==> config.mk <==
export PLATFORM = sky130hd
export DESIGN_NAME = ram_pkt_controller
export DESIGN_NICKNAME = d
export VERILOG_FILES = /design/src/rtl/ram_pkt_controller.sv
export SDC_FILE = /design/constraint.sdc
export NUM_CORES = 1
export LEC_CHECK = 0
export ABC_AREA = 1
export BUFFER_PORTS_ARGS = -buffer_cell sky130_fd_sc_hd__clkbuf_2
export CORE_UTILIZATION = 45
export DETAILED_ROUTE_END_ITERATION = 8
export PLACE_DENSITY = 0.76
export RECOVER_POWER = 100
export SLEW_MARGIN = 30
export SYNTH_ARGS = -nofsm -noshare
export SYNTH_HDL_FRONTEND = slang
export SYNTH_SLANG_ARGS = --single-unit
==> constraint.sdc <==
create_clock -name i_clk -period 3 [get_ports i_clk]
set_input_delay 0.6 -clock i_clk [delete_from_list [all_inputs] [get_ports i_clk]]
set_output_delay 0.6 -clock i_clk [all_outputs]
set_load 0.005 [all_outputs]
==> src/rtl/ram_pkt_controller.sv <==
// ram_pkt_controller
//   Sequences one packet transfer through the RAM system: pulses the data
//   generator, writes PKT_LEN generator words into one RAM bank, then streams
//   that bank to a downstream consumer over valid/ready. The bank (address
//   MSB) alternates per packet so consecutive packets ping-pong.
//
// Ports
//   i_clk, i_rst_n          clock, asynchronous active-low reset
//   i_req                   transfer request pulse (honoured only when idle)
//   o_busy                  controller not idle
//   o_done                  1-clk pulse after the last word is accepted
//   o_bank                  bank of the packet being processed
//   o_gen_start             1-clk start pulse to the data generator
//   i_gen_valid/i_gen_data  generator beat
//   o_ram_we/waddr/wdata    RAM write port (registered generator beat)
//   o_ram_re/raddr          RAM read request
//   i_ram_rdata             RAM read data, valid one clk after o_ram_re
//   o_rd_valid/o_rd_data    output stream, held until accepted
//   i_rd_ready              downstream ready
//   o_err, o_err_cnt        stream checker result (only with CHECK_EN)
//
// Build option
//   CHECK_EN  adds a comparator that expects word k of each packet to equal
//             the packet's first written word + k; mismatches set sticky
//             o_err and bump the saturating o_err_cnt.

module ram_pkt_controller #(
    parameter int PKT_LEN = 64,
    parameter int ADDR_W  = 7,
    parameter int DATA_W  = 32
) (
    input  logic              i_clk,
    input  logic              i_rst_n,
    input  logic              i_req,
    output logic              o_busy,
    output logic              o_done,
    output logic              o_bank,
    output logic              o_gen_start,
    input  logic              i_gen_valid,
    input  logic [DATA_W-1:0] i_gen_data,
    output logic              o_ram_we,
    output logic [ADDR_W-1:0] o_ram_waddr,
    output logic [DATA_W-1:0] o_ram_wdata,
    output logic              o_ram_re,
    output logic [ADDR_W-1:0] o_ram_raddr,
    input  logic [DATA_W-1:0] i_ram_rdata,
    output logic              o_rd_valid,
    output logic [DATA_W-1:0] o_rd_data,
    input  logic              i_rd_ready
`ifdef CHECK_EN
    ,
    output logic              o_err,
    output logic [15:0]       o_err_cnt
`endif
);

    localparam int CNT_W = $clog2(PKT_LEN);
    localparam logic [CNT_W:0] LAST_IDX = (CNT_W + 1)'(PKT_LEN - 1);

    localparam logic [2:0] S_IDLE  = 3'd0;
    localparam logic [2:0] S_KICK  = 3'd1;
    localparam logic [2:0] S_WRITE = 3'd2;
    localparam logic [2:0] S_READ  = 3'd3;
    localparam logic [2:0] S_DONE  = 3'd4;

    logic [2:0]        state;
    logic              bank;
    logic [CNT_W-1:0]  wr_cnt;
    logic              wr_last;   // last beat registered; its RAM write issues next clk
    logic [CNT_W:0]    rd_cnt;    // reads issued this packet (MSB = all issued)
    logic [CNT_W:0]    acc_cnt;   // words accepted downstream this packet
    logic              inflight;  // read issued last clk, data arrives now
    logic [DATA_W-1:0] fifo_mem [2];
    logic              fifo_wp;
    logic              fifo_rp;
    logic [1:0]        fifo_cnt;

    logic pop;
    logic gen_beat;
    logic rd_issue;

    always_comb begin
        pop      = (fifo_cnt != 2'd0) && i_rd_ready;
        gen_beat = (state == S_WRITE) && !wr_last && i_gen_valid;
        // Issue only if the word can be guaranteed a FIFO slot when it lands.
        rd_issue = (state == S_READ) && !rd_cnt[CNT_W] &&
                   (({1'b0, fifo_cnt} + {2'b00, inflight} - {2'b00, pop}) < 3'd2);
    end

    always_comb begin
        o_busy      = (state != S_IDLE);
        o_gen_start = (state == S_KICK);
        o_done      = (state == S_DONE);
        o_bank      = bank;
        o_ram_re    = rd_issue;
        o_ram_raddr = {bank, rd_cnt[CNT_W-1:0]};
        o_rd_valid  = (fifo_cnt != 2'd0);
        o_rd_data   = fifo_mem[fifo_rp];
    end

    always_ff @(posedge i_clk or negedge i_rst_n) begin
        if (!i_rst_n) begin
            state       <= S_IDLE;
            bank        <= 1'b0;
            wr_cnt      <= '0;
            wr_last     <= 1'b0;
            rd_cnt      <= '0;
            acc_cnt     <= '0;
            inflight    <= 1'b0;
            fifo_mem[0] <= '0;
            fifo_mem[1] <= '0;
            fifo_wp     <= 1'b0;
            fifo_rp     <= 1'b0;
            fifo_cnt    <= 2'd0;
            o_ram_we    <= 1'b0;
            o_ram_waddr <= '0;
            o_ram_wdata <= '0;
        end else begin
            case (state)
                S_IDLE:  if (i_req) state <= S_KICK;
                S_KICK:  state <= S_WRITE;
                S_WRITE: if (wr_last) begin
                    wr_last <= 1'b0;
                    state   <= S_READ;
                end
                S_READ:  if (pop && (acc_cnt == LAST_IDX)) state <= S_DONE;
                S_DONE: begin
                    bank    <= ~bank;
                    rd_cnt  <= '0;
                    acc_cnt <= '0;
                    state   <= S_IDLE;
                end
                default: state <= S_IDLE;
            endcase

            // Write path: one-clk registered copy of the generator beat.
            o_ram_we <= gen_beat;
            if (gen_beat) begin
                o_ram_wdata <= i_gen_data;
                o_ram_waddr <= {bank, wr_cnt};
                wr_cnt      <= wr_cnt + 1'b1;
                if (wr_cnt == '1) wr_last <= 1'b1;
            end

            // Read path: issue, capture into the 2-entry FIFO, drain on accept.
            inflight <= rd_issue;
            if (rd_issue) rd_cnt <= rd_cnt + 1'b1;
            if (inflight) begin
                fifo_mem[fifo_wp] <= i_ram_rdata;
                fifo_wp           <= ~fifo_wp;
            end
            if (pop && (state == S_READ)) begin
                fifo_rp <= ~fifo_rp;
                acc_cnt <= acc_cnt + 1'b1;
            end
            fifo_cnt <= fifo_cnt + {1'b0, inflight} - {1'b0, pop};
        end
    end

`ifdef CHECK_EN
    logic [DATA_W-1:0] exp_base;

    always_ff @(posedge i_clk or negedge i_rst_n) begin
        if (!i_rst_n) begin
            exp_base  <= '0;
            o_err     <= 1'b0;
            o_err_cnt <= '0;
        end else begin
            if (gen_beat && (wr_cnt == '0)) exp_base <= i_gen_data;
            if (pop && (o_rd_data != (exp_base + DATA_W'(acc_cnt)))) begin
                o_err <= 1'b1;
                if (o_err_cnt != '1) o_err_cnt <= o_err_cnt + 16'd1;
            end
        end
    end
`endif

endmodule

==> summary.txt, run 1 <==
Clocking
  • Clock transition at the registers of the reported paths: about 0.050 ns
  • Cell chosen for the clock root: sky130_fd_sc_hd__clkbuf_16
  • Total of hold buffers inserted after clock tree synthesis: 0
  • Clock net sink count: around 130
  • Number of H-tree levels: 4
  • Number of buffers created by CTS: 17
  • Clock Tree Buf Depth: 2
  • Clock tree from TritonCTS: done
  • Skew-Pair Late Insertion Delay: ~0.41 ns

Placement
  • Placer's final routability congestion estimate: 0.7391
  • Placed instance count: approximately 1000
  • Final HPWL from detailed placement: between 8000 and 9000 microns
  • Post-Place Worst Slack: 0.1523 ns
  • Count of buffers from port buffering: about 150

Floorplanning
  • Number of placed I/O pins: ~150
  • Total number of placement rows: about 40
  • Initial Util: 0.4644
  • Horiz. Die Dim: 116.4 microns
  • Core box area: ~13000 sq um
  • Die ar.: around 14000 sq um
  • Chip Height: roughly 120 microns

Critical path
  • Cell family with the largest share of critical-path delay: adder cells
  • Critical-path cell with the highest stage delay: sky130_fd_sc_hd__fa_1
  • Category of the most critical setup path: flip-flop to primary output
  • CP cell instances: nor2_2, nor2_2, nand2_2, o21ai_2, ha_2, inv_2, fa_1, inv_2, nor2_2, nand3_1, nor2_2, buf_2
  • Data arrival time of the worst path: between 2 and 2.5 ns
  • Sort of element at the start of the critical path: flip-flop
  • CP dominant cell by count: sky130_fd_sc_hd__nor2_2
  • Number of buffers and inverters on the critical path: 3
  • Critical path's largest stage delay: 0.53 ns
  • Required time reported for the critical path endpoint: ~2.4 ns
  • Register-to-register setup slack: ~0.35 ns
  • Kind of capture point of the worst setup path: primary output
  • Worst Path Max Fanout: 2

Finish
  • Fin util: 0.5942
  • Non-filler cells in the finished layout: between 1000 and 1500
  • Ant. Diodes: 0
  • Final net count: 935
  • Ratio of cells with drive above 1 in the final layout: 0.2643
  • Top library cells by usage in the layout, fill and taps aside: 307 x sky130_fd_sc_hd__nand2_1, 151 x sky130_fd_sc_hd__clkbuf_2, 134 x sky130_fd_sc_hd__dfrtp_1
  • Commonest non-fill, non-tap cell in the layout: sky130_fd_sc_hd__nand2_1
  • Layout area overhead: 27.94%
  • Number of filler cells placed in the layout: between 1000 and 1500

Power and ir drop
  • Worst IR drop on VDD: roughly 480 uV
  • Standby leakage power: about 4.3 nW
  • PwrDens: 866.0 nW/um^2

Run status
  • Violated checks: capacitance limit, slew limit
  • Run status: complete, but fails checks

Yosys
  • Cell variety after synth: 30
  • Syn_nets: just under 800
  • Portion of synthesized cell area occupied by the leading cell type: 0.5698
  • Share of the yosys chip area belonging to registers: 0.5698
  • Count of yosys warnings during synthesis: 0
  • Leading post-synthesis cells by cell area: sky130_fd_sc_hd__dfrtp_1 57%, sky130_fd_sc_hd__nand2_1 20%, sky130_fd_sc_hd__o21ai_0 6.2%, sky130_fd_sc_hd__inv_1 3.9%, sky130_fd_sc_hd__nand3_1 2.6%
  • Synth area leader: sky130_fd_sc_hd__dfrtp_1
  • Post-Syn Area: 5884 sq um
  • Post-synthesis area per instance: between 8 and 9 sq um
  • Gate Count Post-Synth: 704
  • #FFs+latches synth: around 130

Detailed routing
  • Total via count in the routed design: between 4000 and 5000
  • Violation count after the first detailed-routing iteration: approximately 260
  • Wire length reported by the detailed router: 12810 microns
  • Average detailed-routed wire length per instance: 12.25 microns
  • DRC violations left: 0
  • Via-per-instance ratio: 4.701
  • Count of nets left with antenna violations after detail routing: 0
  • Drt first pass iters: 4

Timing
  • Final setup violation count: 0
  • Final Slew Violations: between 50 and 60
  • Smallest hold slack: approximately 0.38 ns
  • Final critical-path required period: approximately 3 ns
  • Setup skew after layout: 0.007021 ns
  • Headroom to the max-slew limit: -0.5507
  • Worst-case setup margin in the final layout: 0.01255 ns
  • Slew of the pin with the lowest slew margin: between 2 and 2.5 ns
  • RSZ-0062 raised after global routing: yes
  • Final Cycle Share: 0.9958
  • FMAX: 334.7 MHz
  • Count of final hold-check violations: 0

Global route
  • Largest net degree at the start of global routing: 53
  • Total global-route track usage: 0.2027
  • Vias in the first global route: around 4500
  • Overall overflow remaining after global route: 0
  • Antenna violations before repair: 0
  • Global-route wire length before repair: roughly 21000 microns

Min path
  • Class of the worst hold path: primary input to flip-flop

Run
  • Max_cap viols: 1
==> final cells by class <==
| type | instances | area (sq um) | share of cell area |
|---|---|---|---|
| flip-flops and latches | 134 | 3353 | 0.4454 |
| multi-input cells | 467 | 2101 | 0.2790 |
| repair buffers | 175 | 947.2 | 0.1258 |
| inverters | 66 | 249.0 | 0.03307 |
| clock buffers | 25 | 525.5 | 0.06980 |
| clock inverters | 7 | 137.6 | 0.01828 |
| well taps | 172 | 215.2 | 0.02859 |
==> logic make-up (layout without fill, tap and decap cells) <==
| family | after synthesis | in the layout | synth area share |
|---|---|---|---|
| xor+xnor | 7 | 7 | 0.01042 |
| buf+inv | 103 | 273 | 0.07676 |
| flops | 134 | 134 | 0.5698 |
| simple gates | 368 | 368 | 0.2552 |
| fa+ha+maj | 5 | 5 | 0.01191 |
| compound gates | 87 | 87 | 0.07591 |
==> repair_timing <==
action,CTS,global route
pin swaps,5,6
endpoints found under the setup margin,1,1
hold endpoints to repair,0,0
setup buffers,8,2
gates resized for setup,4,7
==> where the power goes <==
group          internal, mW  switching [mW]
logic                 0.776            1.09
clock network          1.54           0.734
registers              2.14           0.237
total                  4.46            2.06
==> sequential cells by signal, indices dropped and copies added, names as in the netlist <==
name and count:
o_ram_waddr 7, acc_cnt 7, inflight 1, fifo_cnt 2, fifo_mem 64, state 3
o_ram_wdata 32, o_ram_we 1, o_bank 1, rd_cnt 7, fifo_rp 1, wr_last 1
wr_cnt 6, fifo_wp 1
==> worst register-to-register path: cells and delay by family (launching register included) <==
family,cells,cell delay [ns]
AOI/OAI and AO/OA,1,0.06
adders and majority gates,2,0.63
buffers and inverters,8,0.91
DFF,1,0.38
and+or+nand+nor,8,0.56
==> metal layers <==
layer	vias to the layer above	share of wire	global-route usage
met3	25	0.064	0.06435
met4	0	0.018	0.09145
met1	2251	0.46	0.2595
met5	-	0	0
li1	2489	-	-
met2	152	0.46	0.3152
==> stage by stage <==
stage / TNS [ns] / total power, mW / area (sq um)
detailed placement: 0 / 4.213 / 6774
CTS: 0 / 6.553 / 7502
global placement: 0 / 4.163 / 6774
global route: -0.09075 / 6.985 / 7528
floorplan: 0 / 3.414 / 5884
finish: 0 / 6.520 / 7528
==> synthesized netlist by cell type <==
cell type / n
sky130_fd_sc_hd__nand3b_1: 1
sky130_fd_sc_hd__o21ai_0: 73
sky130_fd_sc_hd__clkinv_1: 1
sky130_fd_sc_hd__nand4_1: 3
sky130_fd_sc_hd__o21ai_1: 10
sky130_fd_sc_hd__nor3_2: 1
sky130_fd_sc_hd__a21oi_2: 1
sky130_fd_sc_hd__buf_6: 3
sky130_fd_sc_hd__dfrtp_1: 134
sky130_fd_sc_hd__o211ai_1: 1
sky130_fd_sc_hd__fa_1: 1
sky130_fd_sc_hd__nor2_4: 2
sky130_fd_sc_hd__nand3_1: 30
sky130_fd_sc_hd__xnor2_1: 2
sky130_fd_sc_hd__inv_1: 61
sky130_fd_sc_hd__nand2_1: 309
sky130_fd_sc_hd__nand4_4: 2
sky130_fd_sc_hd__nor2_2: 1
sky130_fd_sc_hd__clkbuf_1: 19
sky130_fd_sc_hd__o21bai_1: 2
sky130_fd_sc_hd__or2_2: 2
sky130_fd_sc_hd__inv_2: 3
sky130_fd_sc_hd__nor2_1: 14
sky130_fd_sc_hd__buf_2: 6
sky130_fd_sc_hd__nand2_2: 2
sky130_fd_sc_hd__or2_1: 1
sky130_fd_sc_hd__ha_1: 4
sky130_fd_sc_hd__clkinv_2: 1
sky130_fd_sc_hd__buf_4: 9
sky130_fd_sc_hd__xor2_1: 5
==> worst paths after layout <==
path / startpoint / endpoint / depth (start not counted)
setup / recovery: fifo_cnt[1]$_DFF_PN0_ / o_ram_re / 12
hold / removal: i_gen_data[31] / o_ram_wdata[31]$_DFFE_PN0P_ / 3
setup reg to reg: fifo_cnt[1]$_DFF_PN0_ / rd_cnt[5]$_DFFE_PN0P_ / 19
hold reg to reg: o_ram_wdata[17]$_DFFE_PN0P_ / o_ram_wdata[17]$_DFFE_PN0P_ / 2
max in group asynchronous: i_rst_n / fifo_mem[58]$_DFFE_PN0P_ / 2
min in group asynchronous: i_rst_n / fifo_mem[5]$_DFFE_PN0P_ / 1
(Power assumes the default switching activity.)
==> run 2: changes to the inputs <==
==> constraint.sdc (replaced) <==
create_clock -name i_clk -period 2.9 [get_ports i_clk]
set_input_delay 0.58 -clock i_clk [delete_from_list [all_inputs] [get_ports i_clk]]
set_output_delay 0.58 -clock i_clk [all_outputs]
set_load 0.005 [all_outputs]
==> run 2 against run 1 <==
- critical path type unchanged
- largest power group unchanged
- via count decreased by 0.96%
- highest routed layer unchanged
- cell area decreased by 1.5%
- worst hold slack got worse by 0.021 ns
- sequential power increased by 3%
- the run still ends with capacitance limit, slew limit left
==> summary.txt, run 2 (same netlist as run 1, synthesis figures left out) <==
Run status
  • Run status: complete, but fails checks
  • Violated checks: capacitance limit, slew limit

Clocking
  • Number of buffers created by CTS: 17
  • Number of H-tree levels: 4
  • Total of hold buffers inserted after clock tree synthesis: 0
  • Clock Tree Buf Depth: 2
  • Clock net sink count: ~130
  • Cell chosen for the clock root: sky130_fd_sc_hd__clkbuf_16
  • Clock tree from TritonCTS: done
  • Skew-Pair Late Insertion Delay: slightly above 0.4 ns
  • Clock transition at the registers of the reported paths: about 0.060 ns

Run
  • Max_cap viols: 1

Floorplanning
  • Chip Height: 116.4 microns
  • Initial Util: 0.4644
  • Core box area: ~13000 sq um
  • Horiz. Die Dim: approximately 120 microns
  • Die ar.: ~14000 sq um
  • Total number of placement rows: 41
  • Number of placed I/O pins: roughly 150

Detailed routing
  • Average detailed-routed wire length per instance: between 10 and 15 microns
  • Wire length reported by the detailed router: approximately 13000 microns
  • Drt first pass iters: 5
  • Via-per-instance ratio: between 4 and 5
  • Count of nets left with antenna violations after detail routing: 0
  • Total via count in the routed design: 4870
  • DRC violations left: 0
  • Violation count after the first detailed-routing iteration: approximately 340

Timing
  • Final Cycle Share: 0.9944
  • Count of final hold-check violations: 0
  • Final Slew Violations: 36
  • FMAX: ~350 MHz
  • Setup skew after layout: roughly 0.0065 ns
  • RSZ-0062 raised after global routing: yes
  • Headroom to the max-slew limit: -0.2096
  • Final critical-path required period: between 2 and 3 ns
  • Final setup violation count: 0
  • Slew of the pin with the lowest slew margin: 1.814 ns

Finish
  • Ant. Diodes: 0
  • Largest registers ranked by flip-flop count: fifo_mem x64, o_ram_wdata x32
  • Final net count: about 930
  • Design Area, Final: approximately 7400 sq um
  • Largest Register: fifo_mem
  • Non-filler cells in the finished layout: ~1000
  • Max FFs per register: 64
  • Number of filler cells placed in the layout: 1173
  • Layout area overhead: 26.00%
  • Top library cells by usage in the layout, fill and taps aside: 308 x sky130_fd_sc_hd__nand2_1, 153 x sky130_fd_sc_hd__clkbuf_2, 134 x sky130_fd_sc_hd__dfrtp_1
  • Commonest non-fill, non-tap cell in the layout: sky130_fd_sc_hd__nand2_1
  • Ratio of cells with drive above 1 in the final layout: 0.2486

Placement
  • Placer's final routability congestion estimate: ~0.75
  • Count of buffers from port buffering: 153
  • Area after DPL: 6766 sq um
  • Final HPWL from detailed placement: 8450 microns
  • Placed instance count: 1003

Power and ir drop
  • PwrDens: about 900 nW/um^2
  • Worst IR drop on VDD: between 400 and 500 uV
  • Standby leakage power: between 4 and 5 nW

Global route
  • Largest net degree at the start of global routing: 67
  • Total global-route track usage: 0.2029
  • Vias in the first global route: between 4000 and 5000
  • Antenna violations before repair: 0
  • Overall overflow remaining after global route: 0
  • Global-route wire length before repair: around 21000 microns

Critical path
  • Kind of capture point of the worst setup path: primary output
  • Worst Path Max Fanout: 2
  • CP cell instances: nor2_1, nor2_1, nand2_1, o21ai_2, ha_2, inv_1, fa_1, inv_1, nor2_2, nand3_1, nor2_2, clkbuf_2
  • Sort of element at the start of the critical path: flip-flop
  • Data arrival time of the worst path: roughly 2.3 ns
  • Category of the most critical setup path: flip-flop to primary output
  • Critical path's largest stage delay: 0.47 ns
  • Required time reported for the critical path endpoint: 2.32 ns
  • Critical-path cell with the highest stage delay: sky130_fd_sc_hd__fa_1

Min path
  • Class of the worst hold path: primary input to flip-flop
## run 2: cell count changes in the layout (fill, tap and decap cells not counted), sizes merged
cell	delta
dlygate4sd2	-1
clkbuf	+3
clkinv	+1
buf	-12
## run 2: stage by stage
step	hold WS (ns)	util	TNS (ns)	power [mW]	setup WS (ns)
CTS	0.04642	0.5862	-0.003919	6.714	-0.003919
detailed placement	0.4637	0.5340	0	4.361	0.07181
global placement	0.4605	0.5340	0	4.304	0.1549
global route	0.3533	0.5852	-3.772	7.132	-0.1412
floorplan	0.2844	-	0	3.532	0.1620
finish	0.3577	0.5852	0	6.654	0.01627
## run 2: repair_timing
action                     4_1_cts  5_1_grt
setup buffers                    1        1
pin swaps                        1        1
setup endpoints to repair        1        1
resized for setup                4        1
## run 2: layout make-up
class / count / area, sq um / share of cell area
clock buffer: 24 / 501.7 / 0.06767
inverter: 66 / 249.0 / 0.03358
clock inverter: 8 / 142.6 / 0.01924
sequential: 134 / 3353 / 0.4522
multi-input combinational: 467 / 2093 / 0.2823
timing repair buffer: 166 / 859.6 / 0.1159
tap: 172 / 215.2 / 0.02902
## run 2: report_power, final
group | leakage, nW | switching, mW | internal, mW
registers | 1.55 | 0.246 | 2.21
logic | 2.34 | 1.12 | 0.766
clock network | 0.316 | 0.760 | 1.55
## run 2: worst paths after layout
path	slack, ns	cells after the start	end	startpoint
setup reg to reg	0.75	13	rd_cnt[4]$_DFFE_PN0P_	fifo_cnt[1]$_DFF_PN0_
min in group asynchronous	0.65	1	fifo_mem[5]$_DFFE_PN0P_	i_rst_n
max in group asynchronous	0.42	2	o_ram_wdata[6]$_DFFE_PN0P_	i_rst_n
hold / removal	0.36	3	o_ram_wdata[2]$_DFFE_PN0P_	i_gen_data[2]
hold reg to reg	0.48	2	o_ram_wdata[28]$_DFFE_PN0P_	o_ram_wdata[28]$_DFFE_PN0P_
setup / recovery	0.02	12	o_ram_re	fifo_cnt[1]$_DFF_PN0_
## run 2: critical path, delay by kind of cell, from the launching register on
family | cells | cell delay (ns)
DFF | 1 | 0.34
adders and majority gates | 2 | 0.65
and+or+nand+nor | 6 | 0.59
AOI/OAI and AO/OA | 1 | 0.08
buffers and inverters | 3 | 0.22
## run 2: layer usage
| layer | part of all wire | global-route usage |
|---|---|---|
| met4 | 0.019 | 0.09060 |
| met1 | 0.45 | 0.2593 |
| met3 | 0.061 | 0.06072 |
| met5 | 0 | 0 |
| met2 | 0.47 | 0.3191 |
